**config.mk**
```make
export PLATFORM = sky130hd
export DESIGN_NAME = param_clk_divider
export DESIGN_NICKNAME = d
export VERILOG_FILES = /design/src/rtl/param_clk_divider.sv
export SDC_FILE = /design/constraint.sdc
export NUM_CORES = 1
export LEC_CHECK = 0
export CAP_MARGIN = 15
export CORE_UTILIZATION = 49
export DETAILED_ROUTE_END_ITERATION = 8
export GPL_TIMING_DRIVEN = 0
export PLACE_DENSITY = 0.77
export SYNTH_ARGS = -nofsm -noshare
export SYNTH_HDL_FRONTEND = slang
export SYNTH_SLANG_ARGS = --single-unit
export TNS_END_PERCENT = 10
```
**constraint.sdc**
```tcl
create_clock -name clk -period 2.4 [get_ports clk]
set_input_delay 0.24 -clock clk [delete_from_list [all_inputs] [get_ports clk]]
set_output_delay 0.24 -clock clk [all_outputs]
set_load 0.01 [all_outputs]
```
**src/rtl/param_clk_divider.sv**
```systemverilog
// Run-time programmable clock divider with square/pulse output and a period tick.
// Optional CLKDIV_PHASE_SYNC_EN adds a `sync` input that restarts the phase immediately.
module param_clk_divider #(
    parameter int unsigned WIDTH       = 8,
    parameter int unsigned DEFAULT_DIV = 10
) (
    input  logic             clk,
    input  logic             r,
    input  logic             en,
    input  logic             mode,
    input  logic             div_load,
`ifdef CLKDIV_PHASE_SYNC_EN
    input  logic             sync,
`endif
    input  logic [WIDTH-1:0] div_in,
    output logic             o,
    output logic             tick,
    output logic [WIDTH-1:0] cnt,
    output logic [WIDTH-1:0] div_cur
);

    localparam logic [WIDTH-1:0] DIV_RESET = WIDTH'(DEFAULT_DIV);
    localparam logic [WIDTH-1:0] DIV_MIN   = WIDTH'(2);
    localparam logic [WIDTH-1:0] ONE       = WIDTH'(1);

    logic [WIDTH-1:0] shadow;
    logic             pending;
    logic [WIDTH-1:0] div_clamped;
    logic [WIDTH-1:0] hi;
    logic             last;
    logic             wrap;

    // Out-of-range counts (cnt >= div_cur) are folded into the wrap condition.
    always_comb begin
        div_clamped = (div_in < DIV_MIN) ? DIV_MIN : div_in;
        hi          = div_cur - (div_cur >> 1);
        last        = (cnt == div_cur - ONE);
        wrap        = (cnt >= div_cur - ONE);
    end

    always_ff @(posedge clk) begin
        if (r) begin
            cnt     <= '0;
            div_cur <= DIV_RESET;
            shadow  <= DIV_RESET;
            pending <= 1'b0;
            o       <= 1'b0;
            tick    <= 1'b0;
        end
`ifdef CLKDIV_PHASE_SYNC_EN
        else if (sync) begin
            cnt  <= '0;
            o    <= 1'b0;
            tick <= 1'b0;
            if (div_load) begin
                div_cur <= div_clamped;
                shadow  <= div_clamped;
                pending <= 1'b0;
            end else if (pending) begin
                div_cur <= shadow;
                pending <= 1'b0;
            end
        end
`endif
        else begin
            if (en) begin
                tick <= last;
                o    <= mode ? last : (cnt < hi);
                if (wrap) begin
                    cnt <= '0;
                    if (div_load) begin
                        div_cur <= div_clamped;
                    end else if (pending) begin
                        div_cur <= shadow;
                    end
                end else begin
                    cnt <= cnt + ONE;
                end
            end else begin
                tick <= 1'b0;
            end

            // A load coinciding with a wrap is applied directly and leaves nothing pending.
            if (div_load) begin
                shadow  <= div_clamped;
                pending <= !(en && wrap);
            end else if (en && wrap) begin
                pending <= 1'b0;
            end
        end
    end

endmodule
```
==> impl_metrics.env <==
export IMPL_final_nets=314
export IMPL_setup_viol=9
export IMPL_synth_area_leader_cell="dfxtp_1"
export IMPL_drc=0
export IMPL_slew_headroom_pct=78.4
export IMPL_worst_setup_path_end_kind="flip-flop"
export IMPL_cp_required_ps=2580
export IMPL_syn_area_mm2=0.00199
export IMPL_dr_pass1_iters=4
export IMPL_ys_seq_area_share_pct=27.2
export IMPL_crit_fanout=8
export IMPL_worst_path_most_repeated_cell="nand2_2"
export IMPL_dp_hpwl_um=3130
export IMPL_synth_top_area_share_pct=27.2
export IMPL_worst_slack_ps=-285
export IMPL_fp_dieW_um=65.7
export IMPL_place_ws_ps=-445
export IMPL_synth_distinct_cells=44
export IMPL_regArea_um2=551
export IMPL_fillers=289
export IMPL_htreeDepth=1
export IMPL_leakage_nw=1.05
export IMPL_synth_common_cells="31 x ha_1, 29 x nor2_1, 27 x dfxtp_1"
export IMPL_min_path_type="in2reg"
export IMPL_numCtsBuffers=3
export IMPL_clkTransAtPathRegs_ps=100
export IMPL_io_pins=31
export IMPL_syn_inst=222
export IMPL_violations="negative setup slack"
export IMPL_worst_pin_slew_ps=321
export IMPL_gp_congestion=0.819
export IMPL_crit_type="reg2reg"
export IMPL_postSynth_asyncResetShare_pct=0
export IMPL_ctsHoldBuffers=0
export IMPL_peakVddDrop_mv=0.388
export IMPL_area_delta_synth_final_pct=31.4
export IMPL_finalCritPeriodShare_pct=112
export IMPL_finalNonFillerCells=316
export IMPL_drive_gt1_share_pct=24.3
export IMPL_synth_area_leaders="dfxtp_1 27%, ha_1 20%, nor2_1 5.5%"
export IMPL_initial_core_util_pct=52.7
export IMPL_wl_per_cell_um=13.4
export IMPL_rsz0062_at_grt="yes"
export IMPL_powerDensity_mw_per_mm2=330
export IMPL_die_height_um=65.7
export IMPL_grt_pass1_vias=1635
export IMPL_worstPathArrival_ps=2870
export IMPL_track_usage_pct=21.2
export IMPL_ys_seq_elements=27
export IMPL_crit_chain="inv_4 -> ha_4 -> nand2_2 -> nand2_2 -> nand2_2 -> nand3_2 -> xnor2_1 -> ha_1 -> nand4_1 -> or2_0 -> o32ai_2 -> nor2b_4 -> buf_8 -> mux2_4"
export IMPL_holdWs_ps=278
export IMPL_dp_cells=299
export IMPL_yosys_warnings=0
export IMPL_cp_slowest_stage_delay_ps=390
export IMPL_cts_tree="built"
export IMPL_grt_max_degree=18
export IMPL_finalWorstPathRequiredPeriod_ps=2690
export IMPL_drt_iter0_markers=75
export IMPL_avgSynthCellArea_um2=8.95
export IMPL_clock_path_buffers=2
export IMPL_dieArea_mm2=0.00431
export IMPL_multi_input_area_mm2=0.00145
export IMPL_max_freq_mhz=372
export IMPL_hold_viol=0
export IMPL_worst_path_max_delay_cell="dfxtp_4"
export IMPL_start_kind="flip-flop"
export IMPL_antenna_left=0
export IMPL_cts_root_buf="clkbuf_8"
export IMPL_synth_edf_count=0
export IMPL_skew_ps=4.80
export IMPL_diodes=0
export IMPL_rows=22
export IMPL_clock_latency_ps=290
export IMPL_port_buffer_count=29
export IMPL_maxSlewViolCount=0
export IMPL_cap_violations=0
export IMPL_core_area_mm2=0.00377
export IMPL_vias=1697
export IMPL_synth_nets=267
export IMPL_grt_remaining_overflow=0
export IMPL_cts_sinks=27
export IMPL_status="complete, but fails checks"
export IMPL_via_per_inst=5.37
export IMPL_synth_main_ff_cell="dfxtp_1"
export IMPL_grt_pass1_wl_um=7070
export IMPL_routed_wirelength_um=4240
export IMPL_yosysMostFrequentCell="ha_1"
export IMPL_antenna_found_initial=0
-- sequential cells by signal, indices dropped and copies added (netlist names) --
register,cells
cnt,8
div_cur,8
o,1
pending,1
shadow,8
tick,1
-- stage by stage --
stage               utilization [%]  cell area, um^2  total power, mW  setup TNS, ps
floorplan                         -             1990            0.540          -1520
global placement               62.2             2340            0.582          -3970
detailed placement             62.2             2340            0.584          -4290
CTS                            67.7             2550            0.862          -2510
global route                   69.2             2610            0.897          -3980
finish                         69.2             2610            0.862          -2400
-- where the power goes --
part	switching (mW)	internal, mW
clock	0.164	0.123
combinational	0.0501	0.0579
sequential	0.00817	0.459
total	0.222	0.639
-- repair_timing --
item                       4_1_cts  5_1_grt
setup buffers                   11        2
setup endpoints to repair       14       18
pin swaps                       12        8
resized for setup               24        8
-- worst paths after layout --
check / slack, ps / to / start / cells after the start
hold reg to reg: 490 / shadow[0] / shadow[0] / 2
setup reg to reg: -290 / div_cur[4] / div_cur[1] / 14
setup / recovery: -290 / div_cur[4] / div_cur[1] / 14
hold / removal: 280 / cnt[0] / en / 3
-- cells in the final DEF (no fill, tap or decap), types with 2 or more instances in the layout --
cell type | Yosys | routed
a21o_1 | 2 | 2
inv_1 | 15 | 9
o21ai_1 | 0 | 2
nand2_2 | 0 | 3
nand2b_1 | 3 | 3
inv_2 | 0 | 4
xor2_1 | 4 | 4
nor2_1 | 29 | 29
ha_1 | 31 | 25
dfxtp_1 | 27 | 23
a21oi_1 | 13 | 11
mux2i_1 | 7 | 7
a21oi_2 | 0 | 2
buf_2 | 2 | 2
or3_1 | 2 | 2
inv_6 | 0 | 2
o211ai_1 | 2 | 2
inv_4 | 1 | 2
nor3_1 | 4 | 4
nand4_1 | 6 | 6
clkdlybuf4s50_1 | 0 | 29
buf_4 | 2 | 14
dfxtp_4 | 0 | 2
dfxtp_2 | 0 | 2
nor2b_1 | 3 | 3
xnor2_1 | 11 | 11
nand3_1 | 5 | 4
nand2_1 | 19 | 16
mux2_4 | 7 | 7
ha_4 | 0 | 5
clkbuf_8 | 0 | 3
-- cells by family after synthesis --
family | count (synthesis) | share of synthesized area, %
xor gates and xnor gates | 15 | 6.61
AOI/OAI and AO/OA | 32 | 12.0
adders and majority gates | 32 | 20.5
buffers and inverters | 21 | 4.97
muxes | 14 | 8.82
and+or+nand+nor | 81 | 19.9
DFF | 27 | 27.2
-- critical path: cells and delay by family, from the launching register on --
kind / cells / cell delay (ps)
xor gates and xnor gates: 1 / 140
buffers and inverters: 2 / 200
AOI/OAI and AO/OA: 1 / 290
muxes: 1 / 300
DFF: 1 / 390
adders and majority gates: 2 / 450
and+or+nand+nor: 7 / 830
-- layout make-up --
class                           count  area share (%)
Sequential cell                    27            21.1
Inverter                           16            2.68
Tap cell                           48            2.30
Timing Repair Buffer               42            15.0
Multi-Input combinational cell    174            55.5
Clock inverter                      1           0.335
Clock buffer                        3            1.58
Buffer                              5            1.53
-- per-layer routing --
metal  vias to the layer above  GRT usage, %  wire length [um]
met1                       800          24.5              1870
met2                        35          39.7              2180
met3                         4          4.51               157
li1                        858             -                 -
met5                         -             0                 0
met4                         0          3.26                28
(Power assumes the default switching activity.)
